$ cat src/rtl/gpio_ctrl.sv
// GPIO controller: synchronized pad inputs, output/direction registers and a
// per-pin edge/level interrupt unit behind a single-cycle-ack register bus.
module gpio_ctrl #(
  parameter int WIDTH       = 8,
  parameter int SYNC_STAGES = 2
) (
  input  logic             clk,
  input  logic             rst,
  input  logic [WIDTH-1:0] gpio_i,
  output logic [WIDTH-1:0] gpio_o,
  output logic [WIDTH-1:0] gpio_oe,
  input  logic [2:0]       addr,
  input  logic [WIDTH-1:0] i_wb_dat,
  input  logic             i_wb_we,
  input  logic             i_wb_cyc,
  output logic [WIDTH-1:0] o_wb_rdt,
  output logic             o_wb_ack,
  output logic             intr
);

  localparam logic [2:0] A_DIN   = 3'd0;
  localparam logic [2:0] A_DOUT  = 3'd1;
  localparam logic [2:0] A_DIR   = 3'd2;
  localparam logic [2:0] A_IE    = 3'd3;
  localparam logic [2:0] A_ITYPE = 3'd4;
  localparam logic [2:0] A_IPOL  = 3'd5;
  localparam logic [2:0] A_ISTAT = 3'd6;

  logic [WIDTH-1:0] sync_q [SYNC_STAGES];
  logic [WIDTH-1:0] din, prev_q;
  logic [WIDTH-1:0] dout_q, dir_q, ie_q, itype_q, ipol_q, istat_q;
  logic [WIDTH-1:0] evt, clr, rd_data;
  logic             access, wr;

  assign din     = sync_q[SYNC_STAGES-1];
  assign gpio_o  = dout_q;
  assign gpio_oe = dir_q;
  assign access  = i_wb_cyc & ~o_wb_ack;
  assign wr      = access & i_wb_we;
  assign clr     = (wr && addr == A_ISTAT) ? i_wb_dat : '0;

  // Input synchronizer and previous-value register for edge detection
  always_ff @(posedge clk or posedge rst) begin
    if (rst) begin
      for (int s = 0; s < SYNC_STAGES; s++) sync_q[s] <= '0;
      prev_q <= '0;
    end else begin
      sync_q[0] <= gpio_i;
      for (int s = 1; s < SYNC_STAGES; s++) sync_q[s] <= sync_q[s-1];
      prev_q <= din;
    end
  end

  // Output-driven pins never raise events; level mode fires while din matches IPOL
  always_comb begin
    evt = '0;
    for (int i = 0; i < WIDTH; i++) begin
      if (!dir_q[i]) begin
        if (itype_q[i])
          evt[i] = ipol_q[i] ? (din[i] & ~prev_q[i]) : (~din[i] & prev_q[i]);
        else
          evt[i] = (din[i] == ipol_q[i]);
      end
    end
  end

  always_comb begin
    rd_data = '0;
    case (addr)
      A_DIN:   rd_data = din;
      A_DOUT:  rd_data = dout_q;
      A_DIR:   rd_data = dir_q;
      A_IE:    rd_data = ie_q;
      A_ITYPE: rd_data = itype_q;
      A_IPOL:  rd_data = ipol_q;
      A_ISTAT: rd_data = istat_q;
      default: rd_data = '0;
    endcase
  end

  // Bus access: one-cycle ack, write commit and read capture on the same edge
  always_ff @(posedge clk or posedge rst) begin
    if (rst) begin
      o_wb_ack <= 1'b0;
      o_wb_rdt <= '0;
      dout_q   <= '0;
      dir_q    <= '0;
      ie_q     <= '0;
      itype_q  <= '1;
      ipol_q   <= '0;
    end else begin
      o_wb_ack <= access;
      if (access) o_wb_rdt <= rd_data;
      if (wr) begin
        case (addr)
          A_DOUT:  dout_q  <= i_wb_dat;
          A_DIR:   dir_q   <= i_wb_dat;
          A_IE:    ie_q    <= i_wb_dat;
          A_ITYPE: itype_q <= i_wb_dat;
          A_IPOL:  ipol_q  <= i_wb_dat;
          default: ;
        endcase
      end
    end
  end

  // Interrupt status: a same-edge event overrides a write-1-to-clear
  always_ff @(posedge clk or posedge rst) begin
    if (rst) begin
      istat_q <= '0;
      intr    <= 1'b0;
    end else begin
      istat_q <= (istat_q & ~clr) | evt;
      intr    <= |(istat_q & ie_q);
    end
  end

endmodule

$ cat config.mk
export PLATFORM = sky130hd
export DESIGN_NAME = gpio_ctrl
export DESIGN_NICKNAME = d
export VERILOG_FILES = /design/src/rtl/gpio_ctrl.sv
export SDC_FILE = /design/constraint.sdc
export NUM_CORES = 1
export LEC_CHECK = 0
export CORE_ASPECT_RATIO = 1.1
export CORE_MARGIN = 4
export CORE_UTILIZATION = 50
export CTS_CLUSTER_SIZE = 28
export DETAILED_ROUTE_END_ITERATION = 8
export PLACE_DENSITY = 0.74
export SLEW_MARGIN = 30
export SYNTH_ARGS = -nofsm -noshare
export SYNTH_HDL_FRONTEND = slang
export SYNTH_SLANG_ARGS = --single-unit
$ cat constraint.sdc
create_clock -name clk -period 3.8 [get_ports clk]
set_clock_uncertainty 0.1 [all_clocks]
set_input_delay 0.76 -clock clk [delete_from_list [all_inputs] [get_ports clk]]
set_output_delay 0.76 -clock clk [all_outputs]
set_load 0.02 [all_outputs]
== After elaboration in Yosys (flattened, before gate mapping) ==
Cells that the tools add are included.
Word-level totals
  input port bits: 23
  output and inout port bits: 26
  flip-flop bits (word level): 82
  word-level logic and storage cells: 99
Operators by class
  reduce and logical (&&, ||, !) cells: 8
  bitwise gates (word level): 39
  equal/unequal tests: 14
  multiplexer cells: 26
Operators with widths (count)
  case mux 8 bit (7 select lines): 1
  two-way mux 1 bit: 24
  bitwise AND 1 bit: 18
  NOT 1 bit: 17
  bitwise AND 8 bit: 2
  AND reduction 2 bit: 5
  == test 3 bit (second input constant): 3
  == test 1 bit: 8
  two-way mux 8 bit: 1
  NOT 8 bit: 1
  OR 8 bit: 1
  OR reduction 8 bit: 1
  == test 3 x 2 -> 1 bit (second input constant): 2
  == test 3 x 1 -> 1 bit (second input constant): 1
  logical NOT 3 bit: 1
  logical AND 1 bit: 1

== Depth between registers and ports, before layout ==
  depth after elaboration: 8
  gate-level depth with buffers: 6
  depth with buffers taken out: 5

== Worst setup path before layout ==
OpenSTA, ideal clock, no wires.
  path type: input to register
  from: input port addr[0]
  to: register o_wb_rdt[5]
  setup time: 0.121 ns
  arrival: 1.892 ns
  cell stages on the path: 4
  slack: 1.687 ns
  cell sequence: buf_2 mux2_1 mux4_2 a22o_1
Between the ends
  cells in the longest elaborated chain, start to end: 2
RTL lines
  from (decl): line 12  | input logic [2:0] addr,
  == test 3 bit (tied with other cells): line 69  | case (addr)
  case mux 8 bit (7 select lines) *: line 69
  to (signal assigned): line 93  | if (access) o_wb_rdt <= rd_data;
  to (decl): line 16  | output logic [WIDTH-1:0] o_wb_rdt,
Mark *: on every way between the ends. The rest lies on a longest branch, timed or not.
A chain may end at the register's enable or synchronous reset.

== Worst setup path after layout ==
  from: input port addr[0]
  to: register itype_q[7]
Between the ends
  cells in the longest elaborated chain, start to end: 2
RTL lines
  == test 3 bit: line 95  | case (addr)
  AND reduction 2 bit (no line)
  to (signal assigned): line 99  | A_ITYPE: itype_q <= i_wb_dat;
  to (decl): line 31  | logic [WIDTH-1:0] dout_q, dir_q, ie_q, itype_q, ipol_q, istat_q;
Every way passes these cells.

==> flow_metrics.env <==
export IMPL_rsz0062_at_grt="no"
export IMPL_max_vdd_ir_drop_mv=0.2912
export IMPL_endpoint_kind="register"
export IMPL_path_cells="clkdlybuf4s50_1 > buf_4 > and4bb_2 > nand3b_1 > mux2_2"
export IMPL_cp_slowest_stage_delay_ps=520
export IMPL_hold_viol_final=0
export IMPL_avgRoutedWirePerCell_um=18.63
export IMPL_yosys_warnings=0
export IMPL_clkPwrFrac=0.288
export IMPL_antenna_found_initial=0
export IMPL_synthToLayoutAreaGrowth_pct=22.33
export IMPL_htree_levels=3
export IMPL_synth_cells=270
export IMPL_min_from="sync_q[10]$_DFF_PP0_"
export IMPL_avgSynthCellArea_um2=13.32
export IMPL_dr_first_iter_drc_count=118
export IMPL_fp_row_count=32
export IMPL_grt_pass1_wl_um=12650
export IMPL_cts_tree="built"
export IMPL_clkSinkCount=82
export IMPL_crit_path_start_kind="input port"
export IMPL_max_slew_margin=0.4376
export IMPL_seq_area_frac_synth=0.5732
export IMPL_cp_max_fo=24
export IMPL_dpl_cell_count=397
export IMPL_cts_hold_buf=0
export IMPL_vias=2407
export IMPL_dieArea_um2=8617
export IMPL_grt_max_degree=43
export IMPL_min_path_type="register to register"
export IMPL_globalplace_congestion=0.7485
export IMPL_fin_total_pwr_mw=2.319
export IMPL_grt_pass1_vias=2484
export IMPL_post_cts_buffers=0
export IMPL_tns_ps=0
export IMPL_slew_viol_final=0
export IMPL_drive_gt1_frac=0.2530
export IMPL_die_w_um=88.87
export IMPL_critPathLaunch="addr[0]"
export IMPL_cap_violations=0
export IMPL_synth_cell_area_um2=3597
export IMPL_clockBufferDepth=2
export IMPL_ctsRootBufferMaster="clkbuf_8"
export IMPL_cts_buffers=9
export IMPL_post_route_min_period_ps=2565
export IMPL_grt_overflow=0
export IMPL_routed_wl_um=7694
export IMPL_ios=49
export IMPL_worstPathArrival_ps=2740
export IMPL_drt_pass1_iterations=4
export IMPL_pwr_density_cell_nw_per_um2=527.0
export IMPL_synth_nets=293
export IMPL_leakage_nw=1.851
export IMPL_seqPwrFrac=0.492
export IMPL_initial_core_util=0.5134
export IMPL_fin_crit_sh=0.6751
export IMPL_fmax_mhz=389.8
export IMPL_cts_resized=0
export IMPL_r2r_start="o_wb_ack$_DFF_PP0_"
export IMPL_outcome="complete, no violations"
export IMPL_portBuffers=48
export IMPL_ys_types=32
export IMPL_layout_nets=346
export IMPL_path_class="input port to register"
export IMPL_worst_path_max_delay_cell="nand3b_1"
export IMPL_dp_hpwl_um=5106
export IMPL_power_frac_comb=0.220
export IMPL_clk_pin_slew_ps=70
export IMPL_coreArea_um2=7007
export IMPL_swShare=0.2751
export IMPL_via_per_inst=5.828
export IMPL_insertion_delay_ps=350
export IMPL_route_detailed_drc=0
export IMPL_p_switching_mw=0.6381
export IMPL_setup_viol=0
export IMPL_antenna_diode_count=0
export IMPL_drtAntennaViolNets=0
export IMPL_worstMarginPinSlew_ps=839.7
export IMPL_cp_required_ps=3980
export IMPL_synth_seq_cells=82
export IMPL_instances_no_fill=413
export IMPL_grt_use_total=0.1930
export IMPL_internal_power_mw=1.681
export IMPL_die_y_um=96.96
logic make-up (layout without fill, tap and decap cells):
group,after synthesis,in the layout,synth area share
multiplexers,58,58,0.1854
flip-flops,82,82,0.5732
buffers and inverters,16,74,0.01913
AO/OA/AOI/OAI,48,48,0.09774
AND/OR/NAND/NOR,66,66,0.1245
synthesized netlist by cell type, drive strengths merged:
library cell,count,area [µm²]
a211oi,6,45.04
a22o,7,61.31
a22oi,5,37.54
a31oi,9,56.30
and3,1,6.260
and4b,12,120.1
and4bb,1,12.51
buf,7,35.03
clkbuf,7,26.28
dfrtp,74,1852
dfstp,8,210.2
inv,2,7.500
mux2,49,551.8
mux2i,7,70.07
mux4,2,45.04
nand2,19,71.32
nand2b,1,13.76
nand3,2,15.01
nand3b,7,52.55
nand4,1,6.260
nor2,1,3.750
nor2b,10,62.56
nor3,8,40.04
nor3b,2,37.54
o21a,6,45.04
o21ai,6,30.03
o22ai,1,6.260
o2bb2ai,8,70.07
or3,1,6.260
worst paths after layout:
check	endpoint	slack, ps	cells past startpoint
worst max register to register	ie_q[4]$_DFFE_PP0P_	1780	5
worst min-delay path	din[2]$_DFF_PP0_	250	0
worst min register to register	din[2]$_DFF_PP0_	250	0
min in group asynchronous	din[0]$_DFF_PP0_	720	2
max in group asynchronous	itype_q[2]$_DFFE_PP1P_	2170	3
worst max-delay path	itype_q[7]$_DFFE_PP1P_	1230	5
cell usage in the layout (no fill, tap or decap), types with 2 or more instances in the layout:
cell type,instances
and4b_1,12
nor2b_1,10
a22o_1,7
mux2i_1,7
bufinv_16,2
nand3b_1,7
nor3_1,8
nand2_1,19
o21ai_0,6
buf_4,7
o21a_1,6
a211oi_1,6
mux2_2,46
a31oi_1,9
a22oi_1,5
o2bb2ai_1,8
clkdlybuf4s50_1,48
dfrtp_1,74
clkbuf_8,9
clkbuf_1,4
dfstp_2,8
clkinv_2,2
mux2_1,3
mux4_2,2
nor3b_4,2
metal layers:
layer / track usage / part of all wire
met2: 0.2777 / 0.46
met5: 0 / 0
met3: 0.04259 / 0.050
met1: 0.2789 / 0.46
met4: 0.08256 / 0.022
worst max-delay path: cells and delay by family:
| family | cells | cell delay (ps) |
|---|---|---|
| buffers and inverters | 2 | 760 |
| muxes | 1 | 410 |
| and+or+nand+nor | 2 | 810 |
flip-flops by register name, indices dropped and copies added (netlist names):
signal,flops
gpio_oe,8
gpio_o,8
sync_q,8
prev_q,8
intr,1
ipol_q,8
o_wb_rdt,8
ie_q,8
istat_q,8
din,8
o_wb_ack,1
itype_q,8
final cells by class:
class / count / area [µm²]
Fill cell: 560 / 2606
Sequential cell: 82 / 2062
Multi-Input combinational cell: 172 / 1466
Timing Repair Buffer: 56 / 553.0
Clock buffer: 13 / 138.9
Tap cell: 85 / 106.4
Clock inverter: 3 / 65.06
Inverter: 2 / 8.758
stage by stage:
step / worst slack [ps] / utilization / cell area, µm² / hold WS (ps)
final: 1235 / 0.6280 / 4400 / 251.4
after global routing: 1163 / 0.6280 / 4400 / 261.2
after CTS: 1253 / 0.6280 / 4400 / 253.8
after detailed placement: 901.9 / 0.5989 / 4197 / 235.6
after global placement: 933.2 / 0.5989 / 4197 / 232.3
after floorplan: 844.8 / - / 3597 / 231.2
power by group through the flow:
stage	clock network [mW]	registers, mW	logic [mW]
2_1_floorplan	0	1.19	0.249
3_3_place_gp	0	1.15	0.500
3_5_place_dp	0	1.16	0.513
4_1_cts	0.682	1.14	0.516
5_1_grt	0.722	1.16	0.556
6_report	0.668	1.14	0.510
Note: power is estimated with default switching activity, not from simulation.
